===== src/rtl/vec_lane_sequencer.sv =====
// Vector lane sequencer: takes one packed LANES-wide command, walks it through an external
// combinational ALU lane one element per cycle, and hands back the repacked result vector.
module vec_lane_sequencer #(
    parameter int LANES = 4,
    parameter int W     = 32
) (
    input  logic               clk,
    input  logic               rst_n,
    input  logic               cmd_valid,
    output logic               cmd_ready,
    input  logic [2:0]         cmd_op,
    input  logic               cmd_vcsub,
    input  logic [15:0]        cmd_vx,
    input  logic [7:0]         cmd_c7,
    input  logic [LANES*W-1:0] cmd_a,
    input  logic [LANES*W-1:0] cmd_b,
    input  logic [LANES-1:0]   cmd_mask,
    output logic               alu_vcsub,
    output logic [2:0]         alu_op,
    output logic [W-1:0]       alu_a,
    output logic [W-1:0]       alu_b,
    output logic [15:0]        alu_vx,
    output logic [7:0]         alu_c7,
    input  logic [W-1:0]       alu_out,
    output logic               res_valid,
    input  logic               res_ready,
    output logic [LANES*W-1:0] res_data,
    output logic [LANES-1:0]   res_divz,
    output logic [1:0]         dbg_state
);

    localparam int LW = $clog2(LANES);

    typedef enum logic [1:0] {
        IDLE  = 2'd0,
        ISSUE = 2'd1,
        HOLD  = 2'd2
    } state_t;

    state_t             state_q, state_d;
    logic [LW-1:0]      lane_q, lane_d;
    logic [2:0]         op_q;
    logic               vcsub_q;
    logic [15:0]        vx_q;
    logic [7:0]         c7_q;
    logic [LANES*W-1:0] a_q, b_q;
    logic [LANES-1:0]   mask_q;
    logic [LANES*W-1:0] res_data_q;
    logic [LANES-1:0]   res_divz_q;

    logic               accept, capture, last_lane, lane_active, lane_divz;
    logic [W-1:0]       lane_a, lane_b;

    // Handshakes: a transfer happens on a rising edge where valid and ready are both high;
    // ready never depends on valid, and the offering side holds its payload until the transfer.
    assign lane_a      = a_q[int'(lane_q)*W +: W];
    assign lane_b      = b_q[int'(lane_q)*W +: W];
    assign lane_active = mask_q[lane_q];
    assign last_lane   = (lane_q == LW'(LANES - 1));
    // A zero divisor on an interpolating lane is resolved here, so the ALU is fed 1 instead.
    assign lane_divz   = lane_active && !vcsub_q && (op_q == 3'b001) && (lane_b == '0);

    always_comb begin
        state_d   = state_q;
        lane_d    = lane_q;
        accept    = 1'b0;
        capture   = 1'b0;
        cmd_ready = 1'b0;
        res_valid = 1'b0;
        alu_vcsub = 1'b0;
        alu_op    = 3'b000;
        alu_a     = '0;
        alu_b     = '0;
        alu_vx    = 16'h0000;
        alu_c7    = 8'h00;
        case (state_q)
            IDLE: begin
                cmd_ready = 1'b1;
                if (cmd_valid) begin
                    accept  = 1'b1;
                    lane_d  = '0;
                    state_d = ISSUE;
                end
            end
            ISSUE: begin
                capture   = 1'b1;
                alu_vcsub = vcsub_q | ~lane_active;
                alu_op    = op_q;
                alu_a     = lane_a;
                alu_b     = lane_divz ? W'(1) : lane_b;
                alu_vx    = vx_q;
                alu_c7    = c7_q;
                lane_d    = lane_q + 1'b1;
                if (last_lane) begin
                    lane_d  = '0;
                    state_d = HOLD;
                end
            end
            HOLD: begin
                res_valid = 1'b1;
                if (res_ready) begin
                    state_d = IDLE;
                end
            end
            default: state_d = IDLE;
        endcase
    end

    always_ff @(posedge clk) begin
        if (!rst_n) begin
            state_q    <= IDLE;
            lane_q     <= '0;
            op_q       <= 3'b000;
            vcsub_q    <= 1'b0;
            vx_q       <= 16'h0000;
            c7_q       <= 8'h00;
            a_q        <= '0;
            b_q        <= '0;
            mask_q     <= '0;
            res_data_q <= '0;
            res_divz_q <= '0;
        end else begin
            state_q <= state_d;
            lane_q  <= lane_d;
            if (accept) begin
                op_q       <= cmd_op;
                vcsub_q    <= cmd_vcsub;
                vx_q       <= cmd_vx;
                c7_q       <= cmd_c7;
                a_q        <= cmd_a;
                b_q        <= cmd_b;
                mask_q     <= cmd_mask;
                res_data_q <= '0;
                res_divz_q <= '0;
            end
            if (capture) begin
                res_data_q[int'(lane_q)*W +: W] <= lane_divz ? '0 : alu_out;
                res_divz_q[lane_q]              <= lane_divz;
            end
        end
    end

    assign res_data  = res_data_q;
    assign res_divz  = res_divz_q;
    assign dbg_state = state_q;

endmodule


===== config.mk =====
export PLATFORM = sky130hd
export DESIGN_NAME = vec_lane_sequencer
export DESIGN_NICKNAME = d
export VERILOG_FILES = /design/src/rtl/vec_lane_sequencer.sv
export SDC_FILE = /design/constraint.sdc
export NUM_CORES = 1
export LEC_CHECK = 0
export BUFFER_PORTS_ARGS = -buffer_cell sky130_fd_sc_hd__clkbuf_2
export CORE_ASPECT_RATIO = 1.4
export CORE_MARGIN = 1.5
export CORE_UTILIZATION = 30
export DETAILED_ROUTE_END_ITERATION = 10
export GPL_TIMING_DRIVEN = 0
export HOLD_SLACK_MARGIN = 0.02
export PLACE_DENSITY = 0.59
export SLEW_MARGIN = 10
export SYNTH_ARGS = -nofsm -noshare
export SYNTH_HDL_FRONTEND = slang
export SYNTH_SLANG_ARGS = --single-unit
export TNS_END_PERCENT = 30

===== constraint.sdc =====
create_clock -name clk -period 5.3 [get_ports clk]
set_input_delay 0.53 -clock clk [delete_from_list [all_inputs] [get_ports clk]]
set_output_delay 0.53 -clock clk [all_outputs]
set_load 0.01 [all_outputs]

==> flow_summary_export.csv <==
group,metric,value,unit
status,run_status,"finished clean",
global_routing,grt_util_all_layers,0.248,
place,io_buffer_count,550,
clock_network,clock_latency,560,ps
routing,drt_iter0_markers,1037,
global_routing,grtUsageMet1,0.273,
place,gpl.final_weighted_congestion,0.952,
power,totalPowerFinal,7620,µW
yosys,dominant_cell_by_count_in_the_synthesized_netlist,"sky130_fd_sc_hd__nand2_1",
timing,finalClockSkew,15.4,ps
worst_setup_path,r2r_setup_slack,490,ps
timing,min_period,5020,ps
hold_path,class_of_the_worst_hold_path,"in2reg",
timing,postLayoutSetupSlackWorst,279,ps
yosys,synthesized_flop_and_latch_total,424,
layout,area.sequential,8490,µm²
clock_network,cts-root-to-sink-buffers,3,
power,pwr_density_cell,340,nW/µm²
yosys,yosys_most_used_dff,"sky130_fd_sc_hd__dfxtp_1",
floorplan,die_w,206,µm
clock_network,h-tree-depth,2,
routing,post-route-drc-count,0,
place,dp_hpwl,60000,µm
clock_network,cts_sinks,424,
clock_network,clock_tree.root_cell,"sky130_fd_sc_hd__clkbuf_16",
timing,timing_worst_slew_pin_value,1160,ps
yosys,synthesis.area_per_instance,8.23,µm²
global_routing,global_route.usage.met2,0.454,
yosys,dominant_cell_type_by_area_after_synthesis,"sky130_fd_sc_hd__dfxtp_1",
floorplan,fp.dieArea,59000,µm²
timing,setup_repair_after_global_routing_missed_its_margin,"no",
global_routing,first_global_vias,17462,
routing,routed-via-count,17573,
yosys,register_area_share_after_synthesis,0.492,
layout,layout.filler_cells,5895,
layout,area_growth_syn_to_layout,30.1,%
yosys,synthArstFlopShare,0,
clock_network,cts_tree,"done",
layout,area_taken_by_multi_input_logic_gates,8020,µm²
yosys,synth-edff-count,0,
worst_setup_path,crit_path_start_kind,"flop",
power,power.ir.vdd_worst,262,µV
clock_network,clock_transition_time_at_the_flip_flop_clock_pins_of_the_worst_setup_and_hold_paths,70,ps
yosys,synth.cells.most_frequent,"741 x sky130_fd_sc_hd__nand2_1, 424 x sky130_fd_sc_hd__dfxtp_1, 298 x sky130_fd_sc_hd__a21oi_1",
yosys,syn-cell-area,17300,µm²
worst_setup_path,timing.critical_path.fanout_max,10,
floorplan,num_io_pins,552,
routing,post_drt_via_cell_ratio,5.07,
timing,drv_slew,0,
worst_setup_path,worstPathRequired,4770,ps
timing,max-slew-margin-rel,0.229,
global_routing,global_route.overflow_total,0,
timing,max_freq,0.199,GHz
routing,drt_pre_antenna_iters,6,
floorplan,floorplan.core_area,56600,µm²
routing,detail_route.wl_per_cell,21.7,µm
global_routing,grt_start_max_net_pins,15,
global_routing,grt_antenna_before_repair,7,
layout,fraction_of_layout_cells_with_a_size_suffix_above_1,0.265,
worst_setup_path,critical_path_class,"reg2out",
worst_setup_path,worst-endpoint-arrival,4490,ps
timing,period_share,0.947,
floorplan,num_rows,103,
yosys,post_synth_num_cell_types,31,
run,max-cap-violations,0,
routing,postRouteWirelength,75200,µm
worst_setup_path,cp-end-kind,"primary output",
yosys,ys_warn_count,0,
routing,ant_nets,0,
floorplan,starting_density_of_the_core,0.305,
global_routing,grt_most_used_layer,"met2",
global_routing,groute.layer.met3.usage,0.0488,
power,power.static_leakage,0.00927,µW
clock_network,tritoncts.num_buffers,44,
yosys,synth_fp_nets,2429,
yosys,post_synth_top_area_share,0.492,
timing,setup_violations,0,
timing,hold_violations,0,
floorplan,die_height,287,µm
place,detailedPlace.worstSlack,-48.3,ps
yosys,synth.top_cells.by_area,"sky130_fd_sc_hd__dfxtp_1 49%, sky130_fd_sc_hd__nand2_1 16%, sky130_fd_sc_hd__a21oi_1 8.6%, sky130_fd_sc_hd__mux4_2 8.5%, sky130_fd_sc_hd__nand4_1 3.6%",
layout,number_of_nets_at_the_end_of_the_flow,3026,
global_routing,grt_first_pass_wirelength,109000,µm
yosys,synth_cells,2097,
==> registers in the layout (all words and copies together) (netlist names), 2 cells and up <==
signal,flops
c7_q,8
b_q,128
a_q,128
vx_q,16
lane_q,2
op_q,3
dbg_state,2
res_data,128
mask_q,4
res_divz,4
==> critical path: stages (launching register included) <==
cell	delay, ps
sky130_fd_sc_hd__dfxtp_1	640
sky130_fd_sc_hd__clkdlybuf4s15_2	570
sky130_fd_sc_hd__clkbuf_2	530
sky130_fd_sc_hd__mux4_2	450
sky130_fd_sc_hd__nor4_1	240
sky130_fd_sc_hd__nand3_1	380
sky130_fd_sc_hd__nor3_4	380
sky130_fd_sc_hd__buf_6	220
sky130_fd_sc_hd__buf_6	170
sky130_fd_sc_hd__o21a_1	180
sky130_fd_sc_hd__clkbuf_2	170
==> cells by family (layout without fill, tap and decap cells) <==
logic type,after synthesis,after routing,synth area share
AOI/OAI and AO/OA,431,431,0.126
adders and majority gates,8,8,0.00580
buffers and inverters,187,816,0.0436
DFF,424,424,0.492
muxes,65,65,0.0848
other,0,2,0
and+or+nand+nor,982,982,0.248
==> metal layers <==
layer  vias to the layer above  share of wire
met5                         -        0.00033
met3                       169          0.072
met4                         4          0.047
met2                       786           0.51
li1                       8301              -
met1                      8313           0.37
==> path summary, 6_finish.rpt <==
check | startpoint | end | depth (start not counted)
setup / recovery | lane_q[1] | alu_b[0] | 10
hold / removal | cmd_b[32] | b_q[32] | 3
setup reg to reg | lane_q[0] | res_data[46] | 12
hold reg to reg | res_data[107] | res_data[107] | 2
==> cell type report <==
class                           count  area share
Inverter                            3    0.000502
Antenna cell                        2    0.000223
Multi-Input combinational cell   1486       0.357
Timing Repair Buffer              551       0.123
Tap cell                          735      0.0410
Clock inverter                     15     0.00847
Buffer                            184      0.0342
Sequential cell                   424       0.378
Clock buffer                       63      0.0576
==> cells in the final DEF (no fill, tap or decap), drive strengths merged, types with 5 or more instances in the layout <==
master,netlist,final
clkbuf,163,778
nand2,741,741
dfxtp,424,424
a21oi,298,298
o21ai,131,131
nand4,98,98
and2,93,93
mux4,65,65
buf,21,18
nor4,13,13
clkinv,2,9
nor2,8,8
ha,8,8
nand3,6,6
or4,6,6
nor3,5,5
inv,1,5
==> power breakdown <==
group / leakage (µW) / switching [µW] / internal, µW / total [µW]
clock network: 0.000738 / 1340 / 1900 / 3240
registers: 0.00346 / 86.7 / 3340 / 3420
logic: 0.00507 / 621 / 342 / 963
total: 0.00927 / 2050 / 5580 / 7620
==> stage by stage <==
| stage | TNS (ps) | instances | cell area (µm²) | utilization | hold slack [ps] |
|---|---|---|---|---|---|
| after floorplan | 0 | 2097 | 17300 | - | 431 |
| after global placement | -40.3 | 3382 | 20900 | 0.370 | 433 |
| after detailed placement | -86.8 | 3382 | 20900 | 0.370 | 439 |
| after CTS | 0 | 3460 | 22400 | 0.397 | 145 |
| after global routing | 0 | 3463 | 22500 | 0.397 | 172 |
| final | 0 | 3463 | 22500 | 0.397 | 188 |
==> timing repair <==
| action | 4_1_cts | 5_1_grt |
|---|---|---|
| buffers inserted | 0 | 1 |
| hold endpoints to repair | 0 | 0 |
| setup endpoints to repair | 7 | 6 |
| pin swaps | 0 | 0 |
| gates resized for setup | 8 | 2 |
| hold buffers | 0 | 0 |
(Power assumes the default switching activity.)
